--- src/rtl/spi_pkg.sv ---
// Shared definitions for the LCD SPI window: transfer FSM state encoding,
// memory-mapped base address, register offsets and STATUS bit positions.
// Used by spi_lcd_master and by the pipeline memory stage decode.
package spi_pkg;

   typedef enum logic [1:0] {
      IDLE  = 2'd0,
      SETUP = 2'd1,
      SHIFT = 2'd2,
      HOLD  = 2'd3
   } spi_state_t;

   localparam logic [31:0] SPI_BASE_ADDR = 32'h8000_0000;

   localparam logic [3:0] REG_DATA   = 4'h0;
   localparam logic [3:0] REG_CTRL   = 4'h4;
   localparam logic [3:0] REG_STATUS = 4'h8;
   localparam logic [3:0] REG_DC     = 4'hC;

   localparam int unsigned STATUS_BUSY = 0;
   localparam int unsigned STATUS_DONE = 1;

endpackage

--- src/rtl/spi_tick_gen.sv ---
// Divider counter for the SPI master. Counts clk cycles and emits a one-cycle
// tick on the last cycle of a phase of length 'limit'.
// Ports:
//   clk, reset : core clock, synchronous active-high reset
//   clear      : synchronous reload to 0 (phase change or idle)
//   limit      : phase length in clk cycles (>= 1)
//   tick       : high during the last cycle of the current phase
module spi_tick_gen #(
   parameter int unsigned CNT_W = 3
) (
   input  logic             clk,
   input  logic             reset,
   input  logic             clear,
   input  logic [CNT_W-1:0] limit,
   output logic             tick
);

   logic [CNT_W-1:0] count_q;

   assign tick = (count_q == limit - CNT_W'(1));

   always_ff @(posedge clk) begin
      if (reset || clear || tick) begin
         count_q <= '0;
      end else begin
         count_q <= count_q + CNT_W'(1);
      end
   end

endmodule

--- src/rtl/spi_lcd_master.sv ---
// Byte-wide SPI mode-0 master for the LCD panel. Accepts a start pulse with a
// data byte and D/C level from the memory stage, shifts the byte out MSB first
// and reports busy / sticky done status.
// Ports:
//   clk, reset : core clock, synchronous active-high reset
//   start_in   : one-cycle start pulse, accepted only when idle
//   data_in    : byte to send (MSB first)
//   dc_in      : D/C level for this byte
//   busy_out   : transfer in progress
//   done_out   : sticky completion flag, cleared by next accepted start
//   sclk_out, mosi_out, cs_n_out, dc_out : panel pins, all registered
module spi_lcd_master
   import spi_pkg::*;
#(
   parameter int unsigned CLK_DIV = 4,
   parameter int unsigned CS_HOLD = 1
) (
   input  logic       clk,
   input  logic       reset,
   input  logic       start_in,
   input  logic [7:0] data_in,
   input  logic       dc_in,
   output logic       busy_out,
   output logic       done_out,
   output logic       sclk_out,
   output logic       mosi_out,
   output logic       cs_n_out,
   output logic       dc_out
);

   localparam int unsigned CNT_W = $clog2(CLK_DIV * CS_HOLD + 1);

   spi_state_t state_q, state_d;
   logic [7:0] shreg_q, shreg_d;
   logic [2:0] bit_q, bit_d;
   logic       sclk_q, sclk_d;
   logic       mosi_q, mosi_d;
   logic       cs_n_q, cs_n_d;
   logic       busy_q, busy_d;
   logic       done_q, done_d;
   logic       dc_q, dc_d;

   logic [CNT_W-1:0] limit;
   logic             tick;
   logic             phase_chg;

   // HOLD is the only phase longer than one SCLK half-period
   assign limit = (state_q == HOLD) ? CNT_W'(CS_HOLD * CLK_DIV) : CNT_W'(CLK_DIV);

   // Every state change and every SCLK edge starts a new phase; the
   // divider is also held at 0 while idle.
   assign phase_chg = (state_q == IDLE) || (state_d != state_q) || (sclk_d != sclk_q);

   spi_tick_gen #(
      .CNT_W(CNT_W)
   ) u_tick (
      .clk   (clk),
      .reset (reset),
      .clear (phase_chg),
      .limit (limit),
      .tick  (tick)
   );

   always_ff @(posedge clk) begin
      if (reset) begin
         state_q <= IDLE;
         shreg_q <= '0;
         bit_q   <= '0;
         sclk_q  <= 1'b0;
         mosi_q  <= 1'b0;
         cs_n_q  <= 1'b1;
         busy_q  <= 1'b0;
         done_q  <= 1'b0;
         dc_q    <= 1'b0;
      end else begin
         state_q <= state_d;
         shreg_q <= shreg_d;
         bit_q   <= bit_d;
         sclk_q  <= sclk_d;
         mosi_q  <= mosi_d;
         cs_n_q  <= cs_n_d;
         busy_q  <= busy_d;
         done_q  <= done_d;
         dc_q    <= dc_d;
      end
   end

   always_comb begin
      state_d = state_q;
      shreg_d = shreg_q;
      bit_d   = bit_q;
      sclk_d  = sclk_q;
      mosi_d  = mosi_q;
      cs_n_d  = cs_n_q;
      busy_d  = busy_q;
      done_d  = done_q;
      dc_d    = dc_q;
      case (state_q)
         IDLE: begin
            if (start_in) begin
               shreg_d = data_in;
               dc_d    = dc_in;
               mosi_d  = data_in[7];
               cs_n_d  = 1'b0;
               busy_d  = 1'b1;
               done_d  = 1'b0;
               bit_d   = '0;
               state_d = SETUP;
            end
         end
         SETUP: begin
            if (tick) begin
               state_d = SHIFT;
            end
         end
         SHIFT: begin
            if (tick) begin
               if (!sclk_q) begin
                  sclk_d = 1'b1;
               end else begin
                  // falling edge: present the next bit; bit counter wrapping
                  // from 7 marks the end of the byte
                  sclk_d  = 1'b0;
                  shreg_d = {shreg_q[6:0], 1'b0};
                  mosi_d  = shreg_q[6];
                  bit_d   = bit_q + 3'd1;
                  if (bit_q == 3'd7) begin
                     state_d = HOLD;
                  end
               end
            end
         end
         HOLD: begin
            if (tick) begin
               state_d = IDLE;
               cs_n_d  = 1'b1;
               busy_d  = 1'b0;
               done_d  = 1'b1;
               mosi_d  = 1'b0;
            end
         end
         default: begin
            state_d = IDLE;
         end
      endcase
   end

   assign busy_out = busy_q;
   assign done_out = done_q;
   assign sclk_out = sclk_q;
   assign mosi_out = mosi_q;
   assign cs_n_out = cs_n_q;
   assign dc_out   = dc_q;

endmodule

--- config.mk ---
export PLATFORM = sky130hd
export DESIGN_NAME = spi_lcd_master
export DESIGN_NICKNAME = d
export VERILOG_FILES = /design/src/rtl/spi_pkg.sv /design/src/rtl/spi_tick_gen.sv /design/src/rtl/spi_lcd_master.sv
export SDC_FILE = /design/constraint.sdc
export NUM_CORES = 1
export LEC_CHECK = 0
export ABC_AREA = 1
export CAP_MARGIN = 15
export CORE_MARGIN = 3
export CORE_UTILIZATION = 50
export CTS_CLUSTER_DIAMETER = 100
export DETAILED_ROUTE_END_ITERATION = 8
export PLACE_DENSITY = 0.76
export SLEW_MARGIN = 15
export SYNTH_ARGS = -nofsm -noshare
export SYNTH_HDL_FRONTEND = slang
export SYNTH_SLANG_ARGS = --single-unit
--- constraint.sdc ---
create_clock -name clk -period 4.12 [get_ports clk]
set_clock_uncertainty 0.05 [all_clocks]
set_input_delay 0.618 -clock clk [delete_from_list [all_inputs] [get_ports clk]]
set_output_delay 0.618 -clock clk [all_outputs]
set_load 0.05 [all_outputs]
==> Flow_metrics.wiki, run 1 <==
{| class="wikitable"
! Metric !! Value
|-
| Result of the run || completed
|-
| Count of antenna-violating nets left after detailed routing || 0
|-
| Reg2reg setup slack || 2.62 ns
|-
| Reg-to-reg startpoint || u_tick.count_q[0]
|-
| Dominant combinational cell family by area after synthesis || simple AND/OR/NAND/NOR gates
|-
| Rows || 15
|-
| Internal portion of total power || 0.000279 W
|-
| Gate family responsible for the most delay along the worst path || buffers and inverters
|-
| CTS-repair resized insts || 0
|-
| Clock root buffer || sky130_fd_sc_hd__clkbuf_4
|-
| Starting Density || 55.9%
|-
| Flops & latches, synth || 21
|-
| Data required time of the worst path || 3.45 ns
|-
| Worst setup endpoint || sclk_out
|-
| Number of buffers on the longest clock path || 2
|-
| Slew headroom || about two thirds
|-
| Overflow left after global routing || 0
|-
| Portion of total power attributed to combinational logic || roughly 18%
|-
| Destination of the worst register-to-register timing path || shreg_q[1]
|-
| Detailed router's first-iteration violation count || 3
|-
| Sum of routed wire length over all layers || approximately 1.8 mm
|-
| Synthesized area per cell || between 7 and 8 um2
|-
| Commonest cells after routing, fill and taps aside || 33 x sky130_fd_sc_hd__nand2_1, 23 x sky130_fd_sc_hd__nor2_1, 21 x sky130_fd_sc_hd__dfxtp_1
|-
| Portion of the post-synthesis area used by sequential elements || slightly above 40%
|-
| First-pass GRT wire length || roughly 3.1 mm
|-
| Skew-Pair Late Insertion Delay || 0.30 ns
|-
| Die outline width || roughly 50 um
|-
| Most common cell after layout, fill and taps aside || sky130_fd_sc_hd__nand2_1
|-
| Count of inserted antenna diode cells || 0
|-
| Chip height || just over 50 um
|-
| Setup total negative slack || 0 ns
|-
| Setup bufs post-CTS || 0
|-
| Peak supply drop || 0.000167 V
|-
| Area delta synth->final || 18.9%
|-
| All-Layer GR Usage || between 15 and 20%
|-
| Number of buffers added to fix hold violations after cts || 0
|-
| Worst hold path type || reg -> reg
|-
| Leakage || ~0.58 nW
|-
| Count of boundary I/O pins || 18
|-
| Number of stages on the worst setup path || 1
|-
| Power dissipated by switching net loads || around 0.00011 W
|-
| Setup repair after global routing missed its margin || no
|-
| Pwr per Cell Area || roughly 320 nW/um2
|-
| Top post-synthesis cells by area || sky130_fd_sc_hd__dfxtp_1 41%, sky130_fd_sc_hd__nand2_1 12%, sky130_fd_sc_hd__nor2_1 8.4%
|-
| Sequential share of power || around 57%
|-
| Net count of the mapped netlist || between 150 and 200
|-
| Synth Area in Adders || 4.87%
|-
| Vias/cell || ~4.7
|-
| Arrival time at the worst endpoint || approximately 1.5 ns
|-
| Final Power || around 0.0004 W
|-
| Number of H-tree levels || 1
|-
| Final layout net count || roughly 180
|-
| Compound-Gate Fraction of Synth Area || under 10%
|-
| Initial antenna violation count || 0
|-
| Final hold violation count || 0
|-
| Reported max-cap violation count || 0
|-
| Average detailed-routed wire length per instance || roughly 10 um
|-
| Critical path class || reg -> out
|-
| CTS tree || done
|-
| Critical Path End Type || output pin
|-
| Cell Area, Synth || around 1000 um2
|-
| Worst Tran Pin Value || 0.500 ns
|-
| Number of standard cells after synthesis || approximately 140
|-
| Placed instance count || 180
|-
| Estimated wirelength of the detail-placed design || 1.42 mm
|-
| Warnings, synthesis || 0
|-
| Count of placed standard cells in the final layout, fillers left out || around 180
|-
| Highest net fanout along the worst path || 4
|-
| Via Count || approximately 870
|-
| Ratio of final minimum period to clock period || a little over half
|-
| Fraction of layout cells with a size suffix above 1 || a little over a tenth
|-
| Setup crit start kind || flip-flop
|-
| Crit path max-delay cell type || sky130_fd_sc_hd__clkdlybuf4s50_1
|-
| Share of the synthesized area in the top cell type || about two fifths
|-
| Drt pass-1 iters || 4
|-
| CP bufs+invs || 1
|-
| Upper clock frequency limit || 0.457 GHz
|-
| TritonCTS buffer count || 3
|-
| Worst reg2reg path depth || 8
|-
| Delay of the slowest cell on the worst path || 0.82 ns
|-
| Start point of the critical path || sclk_out
|-
| Net Sw Frac || about 28%
|-
| Utilization of the core after routing || between 60% and 70%
|-
| Core Region || 1840 um2
|-
| Setup slack after layout || 1.93 ns
|-
| Setup Slack @ Placement || 2.10 ns
|-
| Clock-pin slew reported for the worst setup and hold paths after clock tree synthesis || around 0.13 ns
|-
| Vias in the first global route || approximately 770
|-
| Post-synthesis mux area share || 0%
|-
| Synth Area in Simple Gates || a little over a third
|-
| Chain of cells forming the critical path || clkdlybuf4s50_1
|-
| Clock Power Share || between 20% and 30%
|-
| Cell variety after synth || 22
|-
| Die outline area || approximately 2600 um2
|-
| Largest net degree at the start of global routing || 18
|-
| Quantity of I/O buffers inserted on ports || 17
|-
| Min Tclk post-route || between 2 and 2.5 ns
|-
| DRC || 0
|-
| XOR/XNOR share of the synthesized area || 0%
|-
| Setup-violating endpoint count in the final report || 0
|-
| Cell type contributing the most total cell area after synthesis || sky130_fd_sc_hd__dfxtp_1
|-
| RD Place Congestion || approximately 0.75
|-
| Number of sinks on the clock net || 21
|-
| Final count of pins violating max slew || 0
|}
==> metrics by stage <==
stage,hold slack [ns],instance area (um2)
after global routing,0.439,1220
after detailed placement,0.389,1190
after global placement,0.372,1190
after floorplan,0.355,1030
final,0.400,1220
after CTS,0.407,1220
==> area by class of cell <==
cell class	count	area (um2)
fillers	173	617
multi-input cells	97	495
flip-flops and latches	21	420
repair buffers	17	170
inverters	20	77.6
well taps	25	31.3
clock buffers	3	22.5
clock inverters	1	5.00
==> routing by layer <==
| layer | track usage [%] | vias up | wire length [um] |
|---|---|---|---|
| li1 | - | 473 | - |
| met1 | 18.3 | 377 | 839 |
| met2 | 27.5 | 17 | 898 |
| met3 | 3.50 | 2 | 96 |
| met4 | 5.24 | 0 | 7 |
| met5 | 0 | - | 0 |
==> power groups by stage <==
stage | clock network [W] | registers (W) | logic (W)
floorplan | 0 | 0.000235 | 0.0000369
finish | 0.000100 | 0.000221 | 0.0000684
global route | 0.000108 | 0.000222 | 0.0000774
detailed placement | 0 | 0.000225 | 0.0000693
CTS | 0.000104 | 0.000221 | 0.0000696
global placement | 0 | 0.000225 | 0.0000677
==> sequential cells by signal, indices dropped and copies added, names as in the netlist <==
name	count
shreg_q	7
bit_q	3
u_tick.count_q	3
state_q	2
busy_out	1
cs_n_out	1
dc_out	1
done_out	1
mosi_out	1
sclk_out	1
==> how the worst min path moves through the flow <==
stage | from | endpoint | slack [ns] | cells after the start
2_1_floorplan | u_tick.count_q[0] | u_tick.count_q[0] | 0.35 | 1
3_3_place_gp | u_tick.count_q[0] | u_tick.count_q[0] | 0.37 | 1
3_5_place_dp | u_tick.count_q[0] | u_tick.count_q[0] | 0.39 | 1
4_1_cts | u_tick.count_q[0] | u_tick.count_q[0] | 0.41 | 1
5_1_grt | u_tick.count_q[0] | u_tick.count_q[0] | 0.44 | 1
6_report | u_tick.count_q[0] | u_tick.count_q[0] | 0.40 | 1
==> synth_stat cells (all sizes together) <==
| cell type | count |
|---|---|
| nand2 | 40 |
| nor2 | 26 |
| dfxtp | 21 |
| inv | 20 |
| nand3 | 7 |
| o21ai | 7 |
| a21oi | 4 |
| buf | 4 |
| ha | 4 |
| nor3 | 3 |
| a211oi | 2 |
| nand4 | 2 |
| nor3b | 1 |
| o21bai | 1 |
==> kinds of logic (layout without fill, tap and decap cells) <==
family                   count (synthesis)  in the layout
AO/OA/AOI/OAI                           14             14
adder cells (fa/ha/maj)                  4              4
buffers and inverters                   24             41
flip-flops                              21             21
AND/OR/NAND/NOR                         79             79
Note: power is estimated with default switching activity, not from simulation.
==> inputs of run 2 (changes only) <==
Settings changed: CORE_UTILIZATION 50 to 46, PLACE_DENSITY 0.76 to 0.74.
Clock period 4.12 ns to 1.9 ns, I/O delays scaled along.
==> run 2 against run 1 <==
Against the previous run:
- highest routed layer unchanged
- flip-flop and latch count unchanged
- register-to-register slack worse by 2.2 ns
- sequential share of layout area decreased by 0.28 points
- combinational power is 120% higher
- via count grew 0.92%
- core utilization down 6.1 points
- largest power group unchanged
- power is 120% higher
- cell area grew 0.82%
- final cell count is 1.6% higher
- count of clock-buffer cells in the layout unchanged
- global-route usage shrank 0.11 points
==> Flow_metrics.wiki, run 2 (same netlist as run 1, synthesis figures left out) <==
{| class="wikitable"
! Metric !! Value
|-
| Result of the run || completed
|-
| Count of antenna-violating nets left after detailed routing || 0 (unchanged)
|-
| Die outline area || 2840 um2 (+7.7%)
|-
| RD Place Congestion || 0.777 (+4.2%)
|-
| Clock-pin slew reported for the worst setup and hold paths after clock tree synthesis || 0.11 ns (-0.02 ns)
|-
| Top Registers || shreg_q x7, bit_q x3, u_tick.count_q x3
|-
| Portion of total power attributed to combinational logic || 18.0% (+0.4 points)
|-
| First-pass GRT wire length || 3.18 mm (+1.8%)
|-
| Setup slack after layout || 0.0631 ns (-1.87 ns)
|-
| Sequential share of power || 57.1% (+0.5 points)
|-
| Gate family responsible for the most delay along the worst path || buffers and inverters
|-
| Overflow left after global routing || 0 (unchanged)
|-
| Min Tclk post-route || 1.84 ns
|-
| Pwr per Cell Area || 681 nW/um2 (+110%)
|-
| Delay of the slowest cell on the worst path || 0.82 ns (about the same)
|-
| Number of H-tree levels || 1 (unchanged)
|-
| Rows || 16 (+1)
|-
| Worst hold path type || reg -> reg
|-
| CTS-repair resized insts || 0 (unchanged)
|-
| Largest net degree at the start of global routing || 18 (unchanged)
|-
| DRC || 0 (unchanged)
|-
| Drt pass-1 iters || 2 (-2)
|-
| Register bank with the most flops || shreg_q
|-
| Ratio of final minimum period to clock period || around 97%
|-
| Sum of routed wire length over all layers || 1.87 mm (+1.2%)
|-
| Arrival time at the worst endpoint || 1.50 ns (-0.02 ns)
|-
| Quantity of I/O buffers inserted on ports || 17 (unchanged)
|-
| Number of sinks on the clock net || 21 (unchanged)
|-
| Core Region || 2040 um2 (+11%)
|-
| Average detailed-routed wire length per instance || 9.97 um (-0.38%)
|-
| Setup-violating endpoint count in the final report || 0 (unchanged)
|-
| Critical path class || reg -> out
|-
| Initial antenna violation count || 0 (unchanged)
|-
| Starting Density || 50.4% (-5.6 points)
|-
| Skew-Pair Late Insertion Delay || 0.30 ns (about the same)
|-
| Chip height || 53.3 um (+3.8%)
|-
| Upper clock frequency limit || 0.544 GHz
|-
| Number of buffers added to fix hold violations after cts || 0 (unchanged)
|-
| Via Count || 877 (+0.92%)
|-
| Setup total negative slack || 0 ns (unchanged)
|-
| Number of flip-flops in the largest register || 7 (unchanged)
|-
| Clock Power Share || 24.9% (-0.9 points)
|-
| Net Sw Frac || 27.6% (-0.65 points)
|-
| Count of inserted antenna diode cells || 0 (unchanged)
|-
| Final layout net count || 177 (+0.57%)
|-
| Critical Path End Type || output pin
|-
| Fin area || 1230 um2 (+0.82%)
|-
| Worst Tran Pin Value || 0.516 ns (+0.0161 ns)
|-
| Reported max-cap violation count || 0 (unchanged)
|-
| Vias in the first global route || 784 (+2.3%)
|-
| Most common cell after layout, fill and taps aside || sky130_fd_sc_hd__nand2_1
|-
| Die outline width || 53.3 um (+3.8%)
|-
| Final count of pins violating max slew || 0 (unchanged)
|-
| Clock root buffer || sky130_fd_sc_hd__clkbuf_4
|-
| Final hold violation count || 0 (unchanged)
|-
| Vias/cell || 4.69 (-0.70%)
|-
| Setup repair after global routing missed its margin || no
|-
| Estimated wirelength of the detail-placed design || 1.42 mm (unchanged)
|-
| Area delta synth->final || 19.8%
|-
| Highest net fanout along the worst path || 4 (unchanged)
|-
| Setup bufs post-CTS || 0 (unchanged)
|-
| Data required time of the worst path || 1.56 ns (-1.89 ns)
|-
| Commonest cells after routing, fill and taps aside || 33 x sky130_fd_sc_hd__nand2_1, 23 x sky130_fd_sc_hd__nor2_1, 21 x sky130_fd_sc_hd__dfxtp_1
|-
| Detailed router's first-iteration violation count || 17 (+14)
|-
| Power dissipated by switching net loads || 0.000231 W (+110%)
|-
| Count of boundary I/O pins || 18 (unchanged)
|-
| Internal portion of total power || 0.000607 W (+120%)
|-
| Setup crit start kind || flip-flop
|-
| Leakage || 0.584 nW (+0.83%)
|-
| Chain of cells forming the critical path || clkdlybuf4s50_1
|-
| CTS tree || done
|-
| Crit path max-delay cell type || sky130_fd_sc_hd__clkdlybuf4s50_1
|-
| Number of buffers on the longest clock path || 2 (unchanged)
|-
| All-Layer GR Usage || 15.4% (-0.11 points)
|-
| Fraction of layout cells with a size suffix above 1 || 11.3% (+0.56 points)
|-
| CP bufs+invs || 1 (unchanged)
|-
| Standard cell area after detailed placement || 1200 um2 (+0.84%)
|-
| TritonCTS buffer count || 3 (unchanged)
|-
| Peak supply drop || 0.000396 V (+140%)
|-
| Setup Slack @ Placement || 0.275 ns (-1.83 ns)
|-
| Slew headroom || 65.6% (-1.0 points)
|}
==> run 2: path summary, 6_finish.rpt <==
| check | from | slack (ns) | to | depth (start not counted) |
|---|---|---|---|---|
| max | sclk_out | 0.06 | sclk_out | 1 |
| min | u_tick.count_q[0] | 0.39 | u_tick.count_q[0] | 1 |
| max reg2reg | u_tick.count_q[0] | 0.41 | shreg_q[3] | 8 |
| min reg2reg | u_tick.count_q[0] | 0.39 | u_tick.count_q[0] | 1 |
==> run 2: area by class of cell <==
cell class,count,area (um2)
Fill cell,208,810
Sequential cell,21,420
Clock buffer,3,22.5
Timing Repair Buffer,18,178
Clock inverter,1,5.00
Inverter,20,77.6
Multi-Input combinational cell,97,495
Tap cell,27,33.8
==> run 2: power groups by stage <==
stage	sequential, W	combinational (W)	clock [W]
4_1_cts	0.000479	0.000153	0.000222
2_1_floorplan	0.000509	0.0000800	0
5_1_grt	0.000481	0.000171	0.000233
3_5_place_dp	0.000489	0.000152	0
3_3_place_gp	0.000487	0.000148	0
6_report	0.000479	0.000151	0.000209
==> run 2: per-stage QoR <==
step / std cells / total power, W / utilization, % / hold WS [ns]
after floorplan: 142 / 0.000589 / - / 0.304
after global placement: 183 / 0.000636 / 59.0 / 0.365
after detailed placement: 183 / 0.000642 / 59.0 / 0.379
final: 187 / 0.000839 / 60.4 / 0.391
after global routing: 187 / 0.000886 / 60.4 / 0.407
after CTS: 187 / 0.000855 / 60.4 / 0.396
==> run 2: metal layers <==
layer  global-route usage [%]  up-vias  share of wire (%)
li1                         -      475                  -
met5                        0        -                  0
met1                     17.6      386                 45
met2                     27.1       12                 50
met4                     7.66        0                1.6
met3                     2.54        4                3.5
